$ cat src/rtl/keypad_lock_ctrl.sv
// ---------------------------------------------------------------------------
// keypad_lock_ctrl
//   Passcode lock controller for the PmodKYPD keypad path. Debounces the raw
//   decoder output, emits one strobe per accepted press, checks a CODE_LEN
//   digit sequence, locks out after MAX_FAILS failed attempts and abandons
//   entries that go stale. Produces a 4-bit code for the display driver.
//
// Ports
//   clk        in   system clock
//   rst        in   synchronous, active-high reset
//   key_down   in   raw "any key pressed" from the decoder
//   key_code   in   raw decoded key value (meaningful while key_down=1)
//   relock     in   one-cycle request to leave OPEN
//   key_stb    out  one-cycle pulse per accepted press
//   key_last   out  code of the most recent accepted press
//   digit_cnt  out  digits entered in the current attempt
//   fail_cnt   out  consecutive failed attempts
//   unlocked   out  1 while OPEN
//   lockout    out  1 while LOCKOUT
//   disp_state out  digit_cnt in IDLE/ENTRY, 4'hF in OPEN, 4'hE in LOCKOUT
// ---------------------------------------------------------------------------
module keypad_lock_ctrl #(
  parameter int          CODE_LEN        = 4,
  parameter logic [31:0] CODE            = 32'h000071B8,
  parameter int          DEBOUNCE_CYCLES = 1_000_000,
  parameter int          TIMEOUT_CYCLES  = 500_000_000,
  parameter int          MAX_FAILS       = 3,
  parameter int          LOCKOUT_CYCLES  = 1_000_000_000
) (
  input  logic       clk,
  input  logic       rst,
  input  logic       key_down,
  input  logic [3:0] key_code,
  input  logic       relock,
  output logic       key_stb,
  output logic [3:0] key_last,
  output logic [3:0] digit_cnt,
  output logic [3:0] fail_cnt,
  output logic       unlocked,
  output logic       lockout,
  output logic [3:0] disp_state
);

  localparam int DB_W = $clog2(DEBOUNCE_CYCLES + 1);
  localparam int TO_W = $clog2(TIMEOUT_CYCLES + 1);
  localparam int LO_W = $clog2(LOCKOUT_CYCLES + 1);

  localparam logic [DB_W-1:0] DB_MAX  = DB_W'(DEBOUNCE_CYCLES);
  localparam logic [TO_W-1:0] TO_LAST = TO_W'(TIMEOUT_CYCLES - 1);
  localparam logic [LO_W-1:0] LO_LOAD = LO_W'(LOCKOUT_CYCLES - 1);
  localparam logic [3:0]      LEN     = 4'(CODE_LEN);
  localparam logic [3:0]      MAXF    = 4'(MAX_FAILS);

  // -------------------------------------------------------------------------
  // Debouncer
  // -------------------------------------------------------------------------
  logic [4:0]      sample_reg;   // {key_down, key_code} registered once
  logic [DB_W-1:0] stable_cnt;   // cycles the sample has been unchanged
  logic            armed_reg;    // a press may be accepted

  // The counter saturates at DB_MAX so the "stable" condition persists; the
  // armed flag guarantees one strobe per press. Reset leaves the debouncer
  // disarmed so a key held through reset must be released before it counts.
  always_ff @(posedge clk) begin
    if (rst) begin
      sample_reg <= '0;
      stable_cnt <= '0;
      armed_reg  <= 1'b0;
      key_stb    <= 1'b0;
      key_last   <= 4'h0;
    end else begin
      sample_reg <= {key_down, key_code};
      key_stb    <= 1'b0;
      if ({key_down, key_code} != sample_reg) begin
        stable_cnt <= '0;
      end else if (stable_cnt != DB_MAX) begin
        stable_cnt <= stable_cnt + 1'b1;
      end
      if (stable_cnt == DB_MAX) begin
        if (sample_reg[4] && armed_reg) begin
          key_stb   <= 1'b1;
          key_last  <= sample_reg[3:0];
          armed_reg <= 1'b0;
        end else if (!sample_reg[4]) begin
          armed_reg <= 1'b1;
        end
      end
    end
  end

  // -------------------------------------------------------------------------
  // Lock FSM
  // -------------------------------------------------------------------------
  typedef enum logic [1:0] {
    S_IDLE,
    S_ENTRY,
    S_OPEN,
    S_LOCKOUT
  } state_t;

  state_t          state_reg;
  logic            mismatch_reg;  // sticky: some digit of this attempt was wrong
  logic [TO_W-1:0] tmo_cnt;
  logic [LO_W-1:0] lock_cnt;

  logic [3:0] exp_digit;
  logic [3:0] digit_inc;
  logic [3:0] fail_inc;
  logic       mismatch_next;
  logic       eval_now;

  // Expected digit for the position about to be entered; the first digit
  // lives in the most significant used nibble of CODE.
  always_comb begin
    exp_digit = 4'h0;
    for (int i = 0; i < CODE_LEN; i++) begin
      if (digit_cnt == 4'(i)) begin
        exp_digit = 4'(CODE >> (4 * (CODE_LEN - 1 - i)));
      end
    end
  end

  assign digit_inc     = digit_cnt + 4'd1;
  assign fail_inc      = fail_cnt + 4'd1;
  assign mismatch_next = mismatch_reg | (key_last != exp_digit);
  assign eval_now      = (digit_inc == LEN);

  always_ff @(posedge clk) begin
    if (rst) begin
      state_reg    <= S_IDLE;
      mismatch_reg <= 1'b0;
      tmo_cnt      <= '0;
      lock_cnt     <= '0;
      digit_cnt    <= 4'h0;
      fail_cnt     <= 4'h0;
      unlocked     <= 1'b0;
      lockout      <= 1'b0;
      disp_state   <= 4'h0;
    end else begin
      case (state_reg)
        // IDLE and ENTRY share the digit path so CODE_LEN=1 evaluates
        // straight from IDLE.
        S_IDLE, S_ENTRY: begin
          if (key_stb) begin
            tmo_cnt <= '0;
            if (eval_now) begin
              digit_cnt    <= 4'h0;
              mismatch_reg <= 1'b0;
              if (!mismatch_next) begin
                state_reg  <= S_OPEN;
                fail_cnt   <= 4'h0;
                unlocked   <= 1'b1;
                disp_state <= 4'hF;
              end else if (fail_inc < MAXF) begin
                state_reg  <= S_IDLE;
                fail_cnt   <= fail_inc;
                disp_state <= 4'h0;
              end else begin
                state_reg  <= S_LOCKOUT;
                fail_cnt   <= MAXF;
                lockout    <= 1'b1;
                disp_state <= 4'hE;
                lock_cnt   <= LO_LOAD;
              end
            end else begin
              state_reg    <= S_ENTRY;
              digit_cnt    <= digit_inc;
              mismatch_reg <= mismatch_next;
              disp_state   <= digit_inc;
            end
          end else if (state_reg == S_ENTRY) begin
            // Stale entry: abandon silently, not counted as a failure.
            if (tmo_cnt == TO_LAST) begin
              state_reg    <= S_IDLE;
              digit_cnt    <= 4'h0;
              mismatch_reg <= 1'b0;
              disp_state   <= 4'h0;
              tmo_cnt      <= '0;
            end else begin
              tmo_cnt <= tmo_cnt + 1'b1;
            end
          end
        end

        // Keys are ignored here; a relock that coincides with a key strobe
        // still returns to IDLE and the key is simply dropped.
        S_OPEN: begin
          if (relock) begin
            state_reg  <= S_IDLE;
            unlocked   <= 1'b0;
            digit_cnt  <= 4'h0;
            disp_state <= 4'h0;
          end
        end

        S_LOCKOUT: begin
          if (lock_cnt == '0) begin
            state_reg  <= S_IDLE;
            lockout    <= 1'b0;
            fail_cnt   <= 4'h0;
            disp_state <= 4'h0;
          end else begin
            lock_cnt <= lock_cnt - 1'b1;
          end
        end

        default: begin
          state_reg <= S_IDLE;
        end
      endcase
    end
  end

endmodule

$ cat config.mk
export PLATFORM = sky130hd
export DESIGN_NAME = keypad_lock_ctrl
export DESIGN_NICKNAME = d
export VERILOG_FILES = /design/src/rtl/keypad_lock_ctrl.sv
export SDC_FILE = /design/constraint.sdc
export NUM_CORES = 1
export LEC_CHECK = 0
export CAP_MARGIN = 15
export CORE_AREA = 2 2 124 126
export CTS_BUF_LIST = sky130_fd_sc_hd__clkbuf_8 sky130_fd_sc_hd__clkbuf_16
export CTS_CLUSTER_DIAMETER = 50
export DETAILED_ROUTE_END_ITERATION = 8
export DIE_AREA = 0 0 126 128
export MAX_ROUTING_LAYER = met4
export PLACE_DENSITY_LB_ADDON = 0.1
export SLEW_MARGIN = 20
export SYNTH_ARGS = -nofsm -noshare
export SYNTH_HDL_FRONTEND = slang
export SYNTH_SLANG_ARGS = --single-unit
$ cat constraint.sdc
create_clock -name clk -period 2.7 [get_ports clk]
set_clock_uncertainty 0.2 [all_clocks]
set_input_delay 0.54 -clock clk [delete_from_list [all_inputs] [get_ports clk]]
set_output_delay 0.54 -clock clk [all_outputs]
set_load 0.1 [all_outputs]
==> results of run 1 <==
cell families (layout without fill, tap and decap cells):
kind of cell | Yosys count | in the layout | share of synthesized area [%]
AO/OA/AOI/OAI | 123 | 123 | 15.6
XOR/XNOR | 49 | 49 | 7.83
adder cells (fa/ha/maj) | 11 | 11 | 2.51
buffers and inverters | 57 | 108 | 5.11
flip-flops | 107 | 107 | 39.1
multiplexers | 13 | 13 | 2.42
AND/OR/NAND/NOR | 291 | 291 | 27.5
area by class of cell:
cell class	instances	area [um^2]
fillers	1498	8440
multi-input cells	487	3100
flip-flops and latches	107	2160
repair buffers	65	517
clock buffers	10	239
well taps	188	235
inverters	27	101
clock inverters	6	73.8
layout by cell type (no fill, tap or decap), types with 4 or more instances in the layout:
master,count
a211oi_1,7
o32ai_1,5
a311oi_1,8
xor2_1,21
nand3_1,32
clkdlybuf4s50_1,6
nand4_1,12
nor4_1,12
ha_1,9
inv_1,27
or4_1,7
nor2b_1,9
xnor2_1,28
and2_1,4
dfxtp_1,99
a21oi_1,30
nor3_1,21
nand2_1,45
o31ai_1,6
dfxtp_2,6
nor2_1,89
and3_1,9
buf_4,56
clkbuf_16,9
or3_1,16
nand2b_1,5
mux2i_1,11
o211ai_1,5
o21ai_0,23
a31oi_1,11
per-stage QoR:
step	std cells	setup WS (ns)	power, mW	hold WS, ns	instance area (um^2)
after floorplan	651	0.0199	1.65	0.222	5500
after global routing	890	-0.00269	3.16	0.286	6420
after CTS	889	0.0194	3.10	0.260	6380
after global placement	873	0.0901	1.68	0.246	6070
final	890	0.118	3.05	0.250	6420
after detailed placement	873	0.0399	1.68	0.248	6070
timing repair:
item                                   in CTS  in global routing
setup endpoints to repair                   0                 15
gates resized for setup                     0                  9
setup buffers                               0                  1
endpoints found under the hold margin       0                  0
final timing paths:
path	from	endpoint	slack, ns	depth (start not counted)
max	lock_cnt[2]	lock_cnt[8]	0.12	8
min	armed_reg	key_stb	0.25	2
max reg2reg	lock_cnt[2]	lock_cnt[8]	0.12	8
min reg2reg	armed_reg	key_stb	0.25	2
routing by layer:
| layer | track usage [%] | up-vias | wire length [um] |
|---|---|---|---|
| li1 | - | 2438 | - |
| met4 | 6.01 | 0 | 265 |
| met3 | 4.51 | 21 | 480 |
| met2 | 29.6 | 74 | 6620 |
| met1 | 21.8 | 2288 | 6410 |
| met5 | - | - | 0 |
cell usage after synthesis, types with 6 or more instances:
cell type,count
dfxtp_1,107
nor2_1,91
nand2_1,46
nand3_1,32
a21oi_1,30
xnor2_1,28
inv_1,27
o21ai_0,24
nor3_1,22
xor2_1,21
clkbuf_1,18
or3_1,16
nor4_1,13
nand4_1,12
a31oi_1,11
ha_1,11
mux2i_1,11
and3_1,9
nor2b_1,9
a311oi_1,8
a211oi_1,7
buf_2,7
or4_1,7
o31ai_1,6
power by group through the flow:
stage          registers (mW)  logic, mW  clock network, mW
6_report                 1.58     0.0583               1.41
5_1_grt                  1.58     0.0642               1.52
4_1_cts                  1.58     0.0589               1.46
3_5_place_dp             1.62     0.0590                  0
3_3_place_gp             1.62     0.0588                  0
2_1_floorplan            1.62     0.0331                  0
worst max-delay path: stages (launching register included):
cell	delay, ns
dfxtp_1	0.31
or4_2	0.72
a21oi_1	0.21
buf_4	0.15
a41oi_2	0.22
buf_4	0.26
nand3_1	0.09
o21ai_0	0.08
a211oi_1	0.24
==> impl_metrics.env, run 1 <==
export IMPL_cts_tree="built"
export IMPL_peakVddDrop_mv=0.322
export IMPL_grtUsageTotal_pct=18.1
export IMPL_postCtsHoldBufs=0
export IMPL_synth_edff_count=0
export IMPL_synth_cell_area_um2=5480
export IMPL_finalMaxSlewViolations=0
export IMPL_largestRegisters="lock_cnt: 30 flops, tmo_cnt: 29 flops, stable_cnt: 20 flops"
export IMPL_final_setup_viol_count=0
export IMPL_synth_avg_cell_area_um2=8.42
export IMPL_dieHeight_um=128
export IMPL_final_hold_viol_count=0
export IMPL_ant_nets=0
export IMPL_synth_nets=670
export IMPL_drtIter0Drc=192
export IMPL_clockBufferDepth=2
export IMPL_fin_crit_ns=2.58
export IMPL_p_clk_share_pct=46.3
export IMPL_ys_warn_count=0
export IMPL_post_drt_wl_per_cell_um=15.5
export IMPL_synth_seq_cells=107
export IMPL_drive_gt1_share_pct=16.2
export IMPL_rsz0062_at_grt="true"
export IMPL_finalSetupTns_ns=0
export IMPL_startpoint_type="register"
export IMPL_ios=27
export IMPL_outcome="complete, no violations"
export IMPL_grt_pass1_vias=4641
export IMPL_async_reset_ff_share_pct=0
export IMPL_gp_congestion=0.884
export IMPL_post_route_util_pct=43.2
export IMPL_intPower_mw=2.36
export IMPL_fin_nets=716
export IMPL_worstPathArrival_ns=2.65
export IMPL_insertion_delay_ns=0.36
export IMPL_clock_fmax_ghz=0.387
export IMPL_cts_buffers_inserted=9
export IMPL_syn_instance_count=651
export IMPL_seqPwrFrac_pct=51.8
export IMPL_hold_class="reg2reg"
export IMPL_maxCapViolCount=0
export IMPL_netlist_top_cells_area="dfxtp_1 39%, nor2_1 6.2%, xnor2_1 4.5%"
export IMPL_dr_pass1_iters=4
export IMPL_yosysSeqAreaShare_pct=39.1
export IMPL_finalWirelength_um=13800
export IMPL_crit_fanout=10
export IMPL_p_sw_mw=0.687
export IMPL_clk_pin_slew_ns=0.08
export IMPL_die_area_um2=16100
export IMPL_dpl_hpwl_um=9830
export IMPL_viasPerCell=5.42
export IMPL_max_slew_margin_rel_pct=62.6
export IMPL_initial_utilization_pct=36.9
export IMPL_worstPathRequired_ns=2.77
export IMPL_grt_max_degree=48
export IMPL_route_detailed_drc=0
export IMPL_grt_overflow=0
export IMPL_portBuffers=26
export IMPL_htree_levels=3
export IMPL_diodes=0
export IMPL_switching_share_pct=22.5
export IMPL_largest_reg_flops=30
export IMPL_fp_dieW_um=126
export IMPL_finalCritPeriodShare_pct=95.6
export IMPL_cts_num_sinks=107
export IMPL_area_growth_pct=17.2
export IMPL_top_register="lock_cnt"
export IMPL_routed_via_count=4821
export IMPL_cp_end_kind="register"
export IMPL_worst_pin_slew_ns=0.557
export IMPL_grt_pass1_wl_um=23100
export IMPL_synth_ff_type="dfxtp_1"
export IMPL_rows=45
export IMPL_p_comb_share_pct=1.9
export IMPL_synth_top_cell_area_share_pct=39.1
export IMPL_p_leak_nw=2.28
export IMPL_synth_area_leader_cell="dfxtp_1"
export IMPL_cts_root_buf="clkbuf_16"
export IMPL_design_core_area_um2=14900
export IMPL_ys_types=69
export IMPL_critPathKind="reg2reg"
export IMPL_antenna_found_initial=0
export IMPL_p_per_area_nw_per_um2=475
Power figures use the tool's default switching activity.
==> inputs of run 2 (changes only) <==
--- a/config.mk
+++ b/config.mk
@@ -5,12 +5,14 @@
 export SDC_FILE = /design/constraint.sdc
 export NUM_CORES = 1
 export LEC_CHECK = 0
+export ABC_AREA = 1
 export CAP_MARGIN = 15
-export CORE_AREA = 2 2 124 126
+export CORE_AREA = 2 2 130 132
 export CTS_BUF_LIST = sky130_fd_sc_hd__clkbuf_8 sky130_fd_sc_hd__clkbuf_16
 export CTS_CLUSTER_DIAMETER = 50
+export CTS_CLUSTER_SIZE = 14
 export DETAILED_ROUTE_END_ITERATION = 8
-export DIE_AREA = 0 0 126 128
+export DIE_AREA = 0 0 132 134
 export MAX_ROUTING_LAYER = met4
 export PLACE_DENSITY_LB_ADDON = 0.1
 export SLEW_MARGIN = 20
==> impl_metrics.env, run 2 <==
export IMPL_stdcell_area_um2=6830
export IMPL_htree_levels=3
export IMPL_dieHeight_um=134
export IMPL_outcome="complete, no violations"
export IMPL_antenna_found_initial=0
export IMPL_worst_slack_ns=0.367
export IMPL_p_comb_share_pct=2.2
export IMPL_reg2regPathDepth=12
export IMPL_grt_pass1_wl_um=25900
export IMPL_cts_setup_buffers=0
export IMPL_ys_types=40
export IMPL_finalMaxSlewViolations=0
export IMPL_synth_cell_area_um2=6060
export IMPL_switching_share_pct=21.9
export IMPL_max_slew_margin_rel_pct=58.6
export IMPL_cts_resized=0
export IMPL_design_core_area_um2=16300
export IMPL_drive_gt1_share_pct=9.75
export IMPL_syn_instance_count=937
export IMPL_p_leak_nw=2.86
export IMPL_worstPathArrival_ns=2.38
export IMPL_ys_warn_count=0
export IMPL_synth_nets=956
export IMPL_clk_pin_slew_ns=0.07
export IMPL_dr_pass1_iters=5
export IMPL_final_common_cell="nand2_1"
export IMPL_finalSetupTns_ns=0
export IMPL_portBuffers=26
export IMPL_place_ws_ns=0.372
export IMPL_yosys_top_cells_count="203 x nand2_1, 164 x nor2_1, 118 x inv_1"
export IMPL_post_drt_wl_per_cell_um=12.8
export IMPL_top_register="lock_cnt"
export IMPL_async_reset_ff_share_pct=0
export IMPL_cts_tree="built"
export IMPL_cts_buffers_inserted=9
export IMPL_largest_reg_flops=30
export IMPL_worstPathRequired_ns=2.74
export IMPL_initial_utilization_pct=37.2
export IMPL_grt_overflow=0
export IMPL_grt_pass1_vias=5402
export IMPL_p_per_area_nw_per_um2=434
export IMPL_diodes=0
export IMPL_die_area_um2=17700
export IMPL_clockBufferDepth=2
export IMPL_finalWirelength_um=15300
export IMPL_yosysSeqAreaShare_pct=35.3
export IMPL_netlist_top_cells_area="dfxtp_1 35%, nand2_1 13%, nor2_1 10%"
export IMPL_p_sw_mw=0.649
export IMPL_place_area_um2=6550
export IMPL_grt_max_degree=26
export IMPL_cts_root_buf="clkbuf_16"
export IMPL_synth_seq_cells=107
export IMPL_peakVddDrop_mv=0.281
export IMPL_dpl_hpwl_um=11600
export IMPL_synth_avg_cell_area_um2=6.47
export IMPL_multi_input_area_um2=3360
export IMPL_gp_congestion=0.881
export IMPL_final_hold_viol_count=0
export IMPL_cts_num_sinks=107
export IMPL_rows=47
export IMPL_routed_via_count=5713
export IMPL_p_clk_share_pct=44.3
export IMPL_hold_slack_ns=0.259
export IMPL_synth_area_leader_cell="dfxtp_1"
export IMPL_seqPwrFrac_pct=53.4
export IMPL_largestRegisters="lock_cnt: 30 flops, tmo_cnt: 29 flops, stable_cnt: 20 flops"
export IMPL_postCtsHoldBufs=0
export IMPL_crit_fanout=25
export IMPL_finalCritPeriodShare_pct=86.4
export IMPL_final_setup_viol_count=0
export IMPL_insertion_delay_ns=0.35
export IMPL_fin_nets=989
export IMPL_synth_top_cell_area_share_pct=35.3
export IMPL_critPathKind="reg2reg"
export IMPL_synth_edff_count=0
export IMPL_grtUsageTotal_pct=18.4
export IMPL_drtIter0Drc=270
export IMPL_holdPathStages=2
export IMPL_register_area_um2=2140
export IMPL_worst_pin_slew_ns=0.617
export IMPL_intPower_mw=2.32
export IMPL_route_detailed_drc=0
export IMPL_cp_end_kind="register"
export IMPL_final_cell_mix="203 x nand2_1, 164 x nor2_1, 119 x inv_1"
export IMPL_ant_nets=0
export IMPL_startpoint_type="register"
export IMPL_clock_fmax_ghz=0.429
export IMPL_area_growth_pct=12.7
export IMPL_ios=27
export IMPL_maxCapViolCount=0
export IMPL_viasPerCell=4.78
export IMPL_fin_crit_ns=2.33
export IMPL_final_fill_count=1756
export IMPL_synth_ff_type="dfxtp_1"
export IMPL_rsz0062_at_grt="false"
export IMPL_yosysMostFrequentCell="nand2_1"
export IMPL_fp_dieW_um=132
export IMPL_hold_class="reg2reg"
[run 2: path summary, 6_finish.rpt]
check / from / to / slack (ns)
max reg2reg: digit_cnt[0] / lock_cnt[29] / 0.37
min reg2reg: unlocked / unlocked / 0.26
min: unlocked / unlocked / 0.26
max: digit_cnt[0] / lock_cnt[29] / 0.37
[run 2: cells by family after synthesis]
group | after synthesis | synth area share, %
buffers and inverters | 138 | 9.21
xor gates and xnor gates | 15 | 2.17
DFF | 107 | 35.3
AOI/OAI and AO/OA | 125 | 11.7
adders and majority gates | 11 | 2.27
and+or+nand+nor | 541 | 39.3
[run 2: area by class of cell]
type | count | share of cell area [%]
clock inverters | 6 | 0.842
inverters | 120 | 6.59
multi-input cells | 692 | 49.2
clock buffers | 9 | 3.30
flip-flops and latches | 107 | 31.4
repair buffers | 40 | 4.65
well taps | 220 | 4.03
[run 2: critical path, cell delays in order, from the launching register on]
cell     delay, ns
dfxtp_2       0.38
inv_1         0.10
ha_1          0.23
o21ai_2       0.19
inv_1         0.06
nand2_1       0.05
nand3_1       0.07
nor2_2        0.20
nand3_4       0.17
nand2_4       0.34
nand2_1       0.09
nand2_1       0.07
nor2_1        0.04
[run 2: power groups by stage]
stage | combinational (mW) | sequential (mW) | clock, mW
after floorplan | 0.0371 | 1.62 | 0
after global placement | 0.0680 | 1.62 | 0
after detailed placement | 0.0675 | 1.62 | 0
after CTS | 0.0676 | 1.58 | 1.37
after global routing | 0.0740 | 1.58 | 1.43
final | 0.0663 | 1.58 | 1.31
[run 2: metal layers]
layer | vias up | track usage, % | share of wire (%)
li1 | 3086 | - | -
met1 | 2550 | 23.8 | 50
met2 | 66 | 30.3 | 46
met3 | 11 | 2.83 | 2.3
met4 | 0 | 4.41 | 1.0
met5 | - | - | 0
[run 2: through the flow]
| step | std cells | total power, mW | utilization [%] |
|---|---|---|---|
| after floorplan | 937 | 1.66 | - |
| after detailed placement | 1179 | 1.69 | 40.2 |
| after global placement | 1179 | 1.69 | 40.2 |
| after CTS | 1194 | 3.02 | 41.9 |
| after global routing | 1194 | 3.09 | 41.9 |
| final | 1194 | 2.97 | 41.9 |
==> inputs of run 3 (changes only) <==
==> constraint.sdc (replaced) <==
create_clock -name clk -period 2.55 [get_ports clk]
set_clock_uncertainty 0.2 [all_clocks]
set_input_delay 0.51 -clock clk [delete_from_list [all_inputs] [get_ports clk]]
set_output_delay 0.51 -clock clk [all_outputs]
set_load 0.1 [all_outputs]
==> impl_metrics.env, run 3 (synthesis results as in run 2) <==
export IMPL_dieHeight_um=134
export IMPL_slowest_delay_ns=0.35
export IMPL_p_comb_share_pct=2.1
export IMPL_viasPerCell=4.81
export IMPL_initial_utilization_pct=37.2
export IMPL_drtIter0Drc=267
export IMPL_htree_levels=3
export IMPL_switching_share_pct=23.3
export IMPL_place_ws_ns=0.326
export IMPL_crit_fanout=6
export IMPL_area_growth_pct=13.2
export IMPL_finalWirelength_um=15300
export IMPL_maxCapViolCount=0
export IMPL_hold_start="unlocked"
export IMPL_gp_congestion=0.886
export IMPL_cts_tree="built"
export IMPL_outcome="complete, no violations"
export IMPL_grt_pass1_wl_um=25700
export IMPL_p_total_mw=3.23
export IMPL_path_common_cell="nor2_1"
export IMPL_worstSetupStartpoint="lock_cnt[0]"
export IMPL_grt_max_degree=27
export IMPL_timing_rr_start="lock_cnt[0]"
export IMPL_fin_crit_ns=2.24
export IMPL_largest_reg_flops=30
export IMPL_cts_root_buf="clkbuf_16"
export IMPL_cp_endpoint="lock_cnt[24]"
export IMPL_r2r_end="lock_cnt[24]"
export IMPL_route_detailed_drc=0
export IMPL_seqPwrFrac_pct=51.9
export IMPL_critical_path_top_delay_family="simple AND/OR/NAND/NOR gates"
export IMPL_die_area_um2=17700
export IMPL_worstPathRequired_ns=2.65
export IMPL_peakVddDrop_mv=0.325
export IMPL_startpoint_type="register"
export IMPL_stdcell_area_um2=6860
export IMPL_routed_via_count=5748
export IMPL_reg2regPathDepth=10
export IMPL_final_setup_viol_count=0
export IMPL_cts_num_sinks=107
export IMPL_worstPathArrival_ns=2.33
export IMPL_place_area_um2=6560
export IMPL_post_drt_wl_per_cell_um=12.8
export IMPL_ff2ff_setup_slack_ns=0.31
export IMPL_largestRegisters="lock_cnt: 30 flops, tmo_cnt: 29 flops, stable_cnt: 20 flops"
export IMPL_cts_buffers_inserted=9
export IMPL_fin_nets=990
export IMPL_dr_pass1_iters=5
export IMPL_path_depth=10
export IMPL_finalCritPeriodShare_pct=87.7
export IMPL_fp_dieW_um=132
export IMPL_p_clk_share_pct=45.9
export IMPL_hold_class="reg2reg"
export IMPL_p_sw_mw=0.751
export IMPL_grtUsageTotal_pct=18.3
export IMPL_finalSetupTns_ns=0
export IMPL_final_common_cell="nand2_1"
export IMPL_worst_slack_ns=0.314
export IMPL_final_hold_viol_count=0
export IMPL_clock_fmax_ghz=0.447
export IMPL_post_route_util_pct=42.1
export IMPL_worst_path_buf_inv=1
export IMPL_p_leak_nw=2.87
export IMPL_finalMaxSlewViolations=0
export IMPL_critPathSlowestCell="dfxtp_1"
export IMPL_antenna_found_initial=0
export IMPL_insertion_delay_ns=0.36
export IMPL_dpl_hpwl_um=11500
export IMPL_drive_gt1_share_pct=10.0
export IMPL_postCtsHoldBufs=0
export IMPL_portBuffers=26
export IMPL_final_cell_mix="203 x nand2_1, 164 x nor2_1, 118 x inv_1"
export IMPL_p_per_area_nw_per_um2=470
export IMPL_clockBufferDepth=2
export IMPL_intPower_mw=2.48
export IMPL_worst_pin_slew_ns=0.553
export IMPL_max_slew_margin_rel_pct=62.9
export IMPL_rsz0062_at_grt="false"
export IMPL_cts_resized=0
export IMPL_top_register="lock_cnt"
export IMPL_rows=47
export IMPL_clk_pin_slew_ns=0.08
export IMPL_grt_overflow=0
export IMPL_diodes=0
export IMPL_cp_cell_sequence="inv_1 -> ha_1 -> nand2_1 -> nor2_1 -> nand2_1 -> nor2_1 -> a31oi_1 -> o21ai_0 -> nor2_1 -> nor2_1"
export IMPL_grt_pass1_vias=5253
export IMPL_ant_nets=0
export IMPL_design_core_area_um2=16300
export IMPL_cp_end_kind="register"
export IMPL_ios=27
export IMPL_cts_setup_buffers=0
export IMPL_critPathKind="reg2reg"
## run 3: changes by cell type in the layout (fill, tap and decap cells not counted)
cell / previous run / this run
inv_6: 1 / 2
inv_1: 119 / 118
clkinv_4: 0 / 2
inv_8: 0 / 1
buf_4: 33 / 34
clkinv_2: 3 / 1
## run 3: worst min path at each step
stage	end	slack, ns	cells after the start
2_1_floorplan	tmo_cnt[15]	0.24	2
3_3_place_gp	unlocked	0.25	2
3_5_place_dp	unlocked	0.25	2
4_1_cts	unlocked	0.26	2
5_1_grt	unlocked	0.30	2
6_report	unlocked	0.25	2
## run 3: layout make-up
class,instances,area [um^2]
Clock buffer,9,225
Clock inverter,7,81.3
Fill cell,1724,9430
Inverter,120,450
Multi-Input combinational cell,692,3360
Sequential cell,107,2140
Tap cell,220,275
Timing Repair Buffer,41,325
## run 3: routing by layer
layer,part of all wire [%],up-vias,track usage [%]
met5,0,-,-
met4,1.2,0,4.89
met3,3.1,13,3.36
met2,45,75,29.7
met1,50,2571,23.4
li1,-,3089,-
## run 3: metrics by stage
stage	hold WS, ns	instances
after detailed placement	0.247	1180
after CTS	0.259	1196
after floorplan	0.241	937
after global routing	0.297	1196
final	0.251	1196
after global placement	0.246	1180
## run 3: power groups by stage
| stage | Combinational [mW] | Sequential (mW) | Clock (mW) |
|---|---|---|---|
| floorplan | 0.0393 | 1.72 | 0 |
| global placement | 0.0707 | 1.72 | 0 |
| detailed placement | 0.0702 | 1.72 | 0 |
| CTS | 0.0703 | 1.68 | 1.53 |
| global route | 0.0765 | 1.68 | 1.59 |
| finish | 0.0690 | 1.68 | 1.48 |
## run 3: tightest hold or removal path: cells and delay by family (launching register included)
family	cells	cell delay, ns
AOI/OAI and AO/OA	1	0.05
DFF	1	0.32
buffers and inverters	1	0.05
